File: src/rtl/plab4_net_router_output_ctrl_pkg.sv
// Shared ring-router output-port definitions: input port indices, the reset
// priority value and the one-hot to binary select encoder.
package plab4_net_router_output_ctrl_pkg;

    localparam logic [1:0] PORT_WEST = 2'd0;
    localparam logic [1:0] PORT_TERM = 2'd1;
    localparam logic [1:0] PORT_EAST = 2'd2;

    localparam logic [2:0] PRIO_RESET = 3'b001;

    // Zero input maps to west so an idle port still presents a legal mux select.
    function automatic logic [1:0] onehot_enc(input logic [2:0] oh);
        logic [1:0] enc;
        enc = PORT_WEST;
        if (oh[2])
            enc = PORT_EAST;
        else if (oh[1])
            enc = PORT_TERM;
        return enc;
    endfunction

endpackage

File: src/rtl/plab4_net_router_output_ctrl_arb.sv
// Combinational round-robin pick: first request at or above the one-hot
// priority bit, wrapping from east back to west. Zero latency, no state.
module plab4_net_RoundRobinArbComb (
    input  logic [2:0] prio,
    input  logic [2:0] reqs,
    output logic [2:0] win
);

    logic [5:0] w_dbl;
    logic [5:0] w_mask;

    // Doubling the request vector turns the wrap-around scan into a plain
    // "lowest set bit at or above prio" search, isolated by the borrow chain.
    assign w_dbl  = {reqs, reqs};
    assign w_mask = w_dbl & ~(w_dbl - {3'b000, prio});
    assign win    = w_mask[2:0] | w_mask[5:3];

endmodule

File: src/rtl/plab4_net_router_output_ctrl.sv
// Per-output-port control: per-domain round-robin arbitration, grants, val and
// crossbar select in the same cycle; out_rdy low zeroes grants and freezes priority.
module plab4_net_router_output_ctrl
    import plab4_net_router_output_ctrl_pkg::*;
#(
    parameter int p_num_reqs    = 3,
    parameter int p_num_domains = 2
) (
    input  logic                  clk,
    input  logic                  reset,
    input  logic                  cur_sd,
    input  logic [p_num_reqs-1:0] reqs,
    output logic [p_num_reqs-1:0] grants,
    output logic                  out_val,
    input  logic                  out_rdy,
    output logic [1:0]            sel
);

    logic [2:0] r_prio [p_num_domains];
    logic [2:0] w_prio;
    logic [2:0] w_win;
    logic       w_xfer;

    assign w_prio = r_prio[cur_sd];

    plab4_net_RoundRobinArbComb u_arb (
        .prio (w_prio),
        .reqs (reqs),
        .win  (w_win)
    );

    // Reset masks the outputs so a request pending across reset is dropped.
    assign out_val = ~reset & (|reqs);
    assign w_xfer  = out_val & out_rdy;
    assign grants  = w_win & {p_num_reqs{w_xfer}};
    assign sel     = reset ? PORT_WEST : onehot_enc(w_win);

    always_ff @(posedge clk) begin
        if (reset) begin
            for (int d = 0; d < p_num_domains; d++)
                r_prio[d] <= PRIO_RESET;
        end else if (w_xfer) begin
            r_prio[cur_sd] <= {w_win[1:0], w_win[2]};
        end
    end

endmodule

File: config.mk
export PLATFORM = sky130hd
export DESIGN_NAME = plab4_net_router_output_ctrl
export DESIGN_NICKNAME = d
export VERILOG_FILES = /design/src/rtl/plab4_net_router_output_ctrl_pkg.sv /design/src/rtl/plab4_net_router_output_ctrl_arb.sv /design/src/rtl/plab4_net_router_output_ctrl.sv
export SDC_FILE = /design/constraint.sdc
export NUM_CORES = 1
export LEC_CHECK = 0
export CAP_MARGIN = 20
export CORE_AREA = 2 2 39 41
export CTS_BUF_LIST = sky130_fd_sc_hd__clkbuf_16
export CTS_CLUSTER_SIZE = 40
export DETAILED_ROUTE_END_ITERATION = 12
export DIE_AREA = 0 0 41 43
export DONT_BUFFER_PORTS = 1
export GPL_ROUTABILITY_DRIVEN = 0
export MAX_ROUTING_LAYER = met4
export PLACE_DENSITY = 0.5
export SYNTH_ARGS = -nofsm -noshare
export SYNTH_HDL_FRONTEND = slang
export SYNTH_HIERARCHICAL = 1
export SYNTH_SLANG_ARGS = --single-unit
File: constraint.sdc
create_clock -name clk -period 6.6 [get_ports clk]
set_clock_uncertainty 0.2 [all_clocks]
set_input_delay 1.32 -clock clk [delete_from_list [all_inputs] [get_ports clk]]
set_output_delay 1.32 -clock clk [all_outputs]
set_load 0.005 [all_outputs]
# ---- Word-level counts from Yosys, hierarchy flattened
# Memory sizes are Yosys's and may differ from the RTL's.
# Index checks and enable logic that the tools add are counted.
dict set report word_totals {
  input_bits 7
  mem_count 1
  output_inout_bits 6
  ram_bits 6
  wordCells 22
  ff_bits 0
}
dict set report classes {
  reduce_logical 2
  n_addsub 1
  muxes 11
  n_bitwise 7
}
# memory depth width rd rd_ports_with_merged_regs wr line_no
set mem_list {}
lappend mem_list {r_prio 2 3 1 0 2 plab4_net_router_output_ctrl.sv:19} ;# logic [2:0] r_prio [p_num_domains];
# cell n
set ops {}
lappend ops {{$mux W1} 8}
lappend ops {{$and A6 B6 Y6} 1}
lappend ops {{$not A6 Y6} 1}
lappend ops {{$reduce_or A3 Y1} 2}
lappend ops {{$sub A6 B3 Y6} 1}
lappend ops {{$mux W2} 2}
lappend ops {{$and A3 B3 Y3} 1}
lappend ops {{$mux W3} 1}
lappend ops {{$or A3 B3 Y3} 1}
lappend ops {{$and A1 B1 Y1} 2}
lappend ops {{$not A1 Y1} 1}

# ---- Longest topological paths before layout
dict set report depth {
  depth_word 8
  depth_mapped 9
  mapped_depth_nobuf 8
}

# ---- By module
# Netlist, hierarchy kept.
# mod cells_per_inst seq_area_each_um2 instances area_per_inst_um2
set modules_own_cells {}
lappend modules_own_cells {plab4_net_router_output_ctrl 32 180.2 1 364.1}
lappend modules_own_cells {plab4_net_RoundRobinArbComb 17 0.0 1 141.4}

# ---- Least setup slack after synthesis
# Ideal clock, no wire load.
dict set report synth_path {
  kind {input-to-output}
  startpoint {input cur_sd}
  endpoint {output sel[0]}
  arrival_ns 2.916
  slack_ns 2.164
  cell_stages 7
  required_ns 5.080
  n_path_buf 1
  cell_sequence {buf_2 > mux2_2 > nand2b_1 > fa_1 > a211o_2 > a21boi_1 > nor3b_1}
}
dict set report synth_between {
  elab_chain_cells 8
}
# item line_no
set synth_rtl {}
lappend synth_rtl {{from (decl)} plab4_net_router_output_ctrl.sv:11} ;# input logic cur_sd,
lappend synth_rtl {{$mem_v2 Z2 W3} --}
lappend synth_rtl {{named net w_prio[0]} plab4_net_router_output_ctrl.sv:20} ;# logic [2:0] w_prio;
lappend synth_rtl {{$sub A6 B3 Y6} plab4_net_router_output_ctrl_arb.sv:15} ;# assign w_mask = w_dbl & ~(w_dbl - {3'b000, prio});
lappend synth_rtl {{$not A6 Y6} plab4_net_router_output_ctrl_arb.sv:15}
lappend synth_rtl {{$and A6 B6 Y6} plab4_net_router_output_ctrl_arb.sv:15}
lappend synth_rtl {{$or A3 B3 Y3} plab4_net_router_output_ctrl_arb.sv:16} ;# assign win = w_mask[2:0] | w_mask[5:3];
lappend synth_rtl {{named net w_win[1]} plab4_net_router_output_ctrl.sv:21} ;# logic [2:0] w_win;
lappend synth_rtl {{$mux W1} plab4_net_router_output_ctrl_pkg.sv:17} ;# else if (oh[1])
lappend synth_rtl {{$mux W2} plab4_net_router_output_ctrl_pkg.sv:15} ;# if (oh[2])
lappend synth_rtl {{$mux W2} plab4_net_router_output_ctrl.sv:36} ;# assign sel = reset ? PORT_WEST : onehot_enc(w_win);
lappend synth_rtl {{to (decl)} plab4_net_router_output_ctrl.sv:16} ;# output logic [1:0] sel
# The timed path passes the listed nets, and every way through them passes these cells.

# ---- Worst setup path in the final report
dict set report layout_path {
  startpoint {input cur_sd}
  endpoint {output sel[0]}
}
dict set report layout_between {
  elab_chain_cells 8
}
# item line_no
set layout_rtl {}
lappend layout_rtl {{$mem_v2 Z2 W3} --}
lappend layout_rtl {{$sub A6 B3 Y6} plab4_net_router_output_ctrl_arb.sv:15}
lappend layout_rtl {{$not A6 Y6} plab4_net_router_output_ctrl_arb.sv:15}
lappend layout_rtl {{$and A6 B6 Y6} plab4_net_router_output_ctrl_arb.sv:15}
lappend layout_rtl {{$or A3 B3 Y3} plab4_net_router_output_ctrl_arb.sv:16}
lappend layout_rtl {{named net w_win[1]} plab4_net_router_output_ctrl.sv:21}
lappend layout_rtl {{$mux W1} plab4_net_router_output_ctrl_pkg.sv:17}
lappend layout_rtl {{$mux W2} plab4_net_router_output_ctrl_pkg.sv:15}
lappend layout_rtl {{$mux W2} plab4_net_router_output_ctrl.sv:36}
# The timed path passes the listed nets, and every way through them passes these cells.

==> impl_metrics.csv <==
group,metric,value,unit
floorplan,fp.dieArea,1760,sq um
logic_synthesis,synth_cell_types,26,
critical_path,r2r_start,"r_prio[0][0]$_SDFFCE_PN1P_",
floorplan,dieHeight,43,microns
floorplan,io_pins,13,
logic_synthesis,syn_inst,49,
clocking,cts-root-buf,"clkbuf_16",
logic_synthesis,synth_area_leaders,"edfxtp_1 36%, mux2_2 6.7%, ha_1 5.0%",
sta,finalSetupTns,0,ns
global_route,grt_start_max_net_pins,10,
drt,ant_nets,0,
hold_path,hold_class,"reg -> reg",
global_route,first_global_vias,403,
final_layout,top_regs,"r_prio x6",
clocking,cts_buffers,3,
clocking,cts_tree,"yes",
sta,setup_viol,0,
logic_synthesis,ys_ff_latch,6,
logic_synthesis,synth_top_area_share,35.6,%
critical_path,path_depth,6,
critical_path,path_cells,"mux2_2 > nand2b_1 > fa_1 > a211o_2 > a21boi_1 > nor3b_1",
clocking,clkLatencyLatePin,0.23,ns
job,maxCapViolations,0,
final_layout,largest_register,"r_prio",
logic_synthesis,syn_area_per_cell,10.3,sq um
outcome,status,"finished, final reports clean",
clocking,clock-sinks,6,
clocking,clk_path_buf_depth,2,
logic_synthesis,yosys.area.top_type,"edfxtp_1",
logic_synthesis,yosys_warnings,6,
critical_path,reg2reg_slack,4.44,ns
sta,max_freq,0.223,GHz
final_layout,largest_reg_flops,6,
critical_path,cp.buffers_inverters,0,
clocking,h-tree-depth,1,
final_layout,syn2layout_area_growth,14.9,%
final_layout,layout-drive-gt1-share,20.4,%
sta,tightest_slew,0.436,ns
drt,wl_per_cell,15.8,microns
clocking,cts_resized,0,
critical_path,worstSetupPathType,"in -> out",
final_layout,final_util,42.0,%
floorplan,std_cell_rows,14,
drt,drc,0,
pwr,pwr_density_cell,285,nW/um^2
pwr,ir_drop,0.159,mV
critical_path,cp-end-kind,"primary output",
final_layout,antenna_cells,0,
global_route,grt_first_pass_wirelength,1770,microns
logic_synthesis,seq_area_frac_synth,35.6,%
global_route,antenna_found_initial,0,
critical_path,cp.required,5.08,ns
drt,vias,379,
critical_path,crit_arrival,2.96,ns
placed_design,port_buffers,0,
critical_path,rr_worst_depth,6,
global_route,grt.overflow.total,0,
global_route,track_usage,15.6,%
floorplan,coreArea,1380,sq um
floorplan,die_w,41,microns
critical_path,critical_path.startpoint,"cur_sd",
drt,drt_iter0_drc,5,
logic_synthesis,synthesis.nets,59,
clocking,cts_hold_buf,0,
drt,drt_pass1_iterations,4,
sta,grt_setup_unrepaired,"false",
floorplan,start_util,36.5,%
critical_path,crit_path_end,"sel[0]",
sta,final-hold-violation-count,0,
sta,min_period_over_period,67.9,%
sta,drv_slew,0,
clocking,cts_setup_buffers,0,
critical_path,crit_slowest_cell,"fa_1",
clocking,cts.clk_slew.worst_paths,0.03,ns
critical_path,r2r_end,"r_prio[0][2]$_SDFFCE_PN0P_",
critical_path,critical-path-top-delay-family,"compound AO/OA/AOI/OAI gates",
sta,slew_headroom,70.7,%
drt,routed_wl,1030,microns
placed_design,hpwl,852,microns
drt,viasPerCell,5.83,
critical_path,critPathLaunchType,"input pin",
critical_path,crit_fanout,9,
pwr,p_leak,0.216,nW
sta,fin_crit,4.48,ns
final_layout,nets,61,
logic_synthesis,syn_area,505,sq um
critical_path,worst_path_largest_cell_delay,0.42,ns
## how the worst min path moves through the flow
stage	slack, ns	cells after the start	end	from
after global routing	0.92	4	r_prio[1][1]$_SDFFCE_PN0P_	r_prio[1][0]$_SDFFCE_PN1P_
final	0.83	4	r_prio[1][1]$_SDFFCE_PN0P_	r_prio[1][0]$_SDFFCE_PN1P_
after floorplan	0.71	4	r_prio[0][1]$_SDFFCE_PN0P_	r_prio[1][0]$_SDFFCE_PN1P_
after detailed placement	0.81	4	r_prio[1][1]$_SDFFCE_PN0P_	r_prio[1][0]$_SDFFCE_PN1P_
after global placement	0.80	4	r_prio[0][1]$_SDFFCE_PN0P_	r_prio[1][0]$_SDFFCE_PN1P_
after CTS	0.83	4	r_prio[1][1]$_SDFFCE_PN0P_	r_prio[1][0]$_SDFFCE_PN1P_
## worst reg2reg max path, cell delays in order, from the launching register on
cell and delay [ns]:
edfxtp_1 0.32, mux2_2 0.18, nand2b_1 0.08, fa_1 0.42, a211o_2 0.35, a21boi_1 0.26
and4_1 0.22
## routing by layer
layer	up-vias	track usage (%)	wire length, microns
met5	-	-	0
met4	0	8.00	27
met3	2	5.24	48
met2	11	22.5	527
met1	180	18.5	422
li1	186	-	-
## through the flow
stage               setup WS [ns]  cell area, sq um  std cells  total power [mW]  hold slack (ns)
floorplan                    2.16               505         49            0.0655            0.712
global placement             2.20               505         62            0.0672            0.805
detailed placement           2.13               505         62            0.0682            0.810
CTS                          2.13               581         65             0.167            0.826
global route                 2.01               581         65             0.172            0.924
finish                       2.12               581         65             0.166            0.830
## cell usage after synthesis, drive strengths merged
library cell / number
ha: 2
clkbuf: 1
buf: 2
nor3b: 1
nor4: 2
and3: 2
a31o: 2
a21boi: 1
and4: 2
mux2: 3
nor2: 3
nand2: 1
nor2b: 3
nand3: 2
or3: 2
nor3: 3
o311a: 1
edfxtp: 6
nand4b: 1
fa: 1
a211o: 1
nand2b: 1
o21a: 2
inv: 4
## where the power goes
| group | internal (mW) | total (mW) | switching [mW] |
|---|---|---|---|
| Combinational | 0.0107 | 0.0222 | 0.0116 |
| Sequential | 0.0446 | 0.0451 | 0.000470 |
| Clock | 0.0778 | 0.0984 | 0.0206 |
| Total | 0.133 | 0.166 | 0.0327 |
## cell families (layout without fill, tap and decap cells)
group                    after synthesis  in the layout  share of synthesized area, %
AO/OA/AOI/OAI                          7              7                          11.9
flip-flops                             6              6                          35.6
multiplexers                           3              3                          6.68
adder cells (fa/ha/maj)                3              3                          8.91
AND/OR/NAND/NOR                       23             23                          30.0
buffers and inverters                  7              7                          6.93
## area by class of cell
type / count / area [sq um]
clock buffers: 3 / 75.1
fillers: 139 / 803
inverters: 4 / 15.0
multi-input cells: 36 / 290
flip-flops and latches: 6 / 180
well taps: 16 / 20.0
## placed cells by master, fill, tap and decap left out
cell	count
nand2_1	1
o21a_1	2
a211o_2	1
nor3_2	1
nand2b_1	1
o311a_1	1
edfxtp_1	6
nor3_1	2
and3_1	2
a21boi_1	1
nand3_1	2
or3_4	2
inv_1	4
nor4_1	2
a31o_1	2
and4_1	2
ha_1	2
mux2_2	3
clkbuf_16	3
nor3b_1	1
nor2b_1	3
nor2_1	3
fa_1	1
nand4b_1	1
No activity file was read; power rests on OpenSTA's default activity.
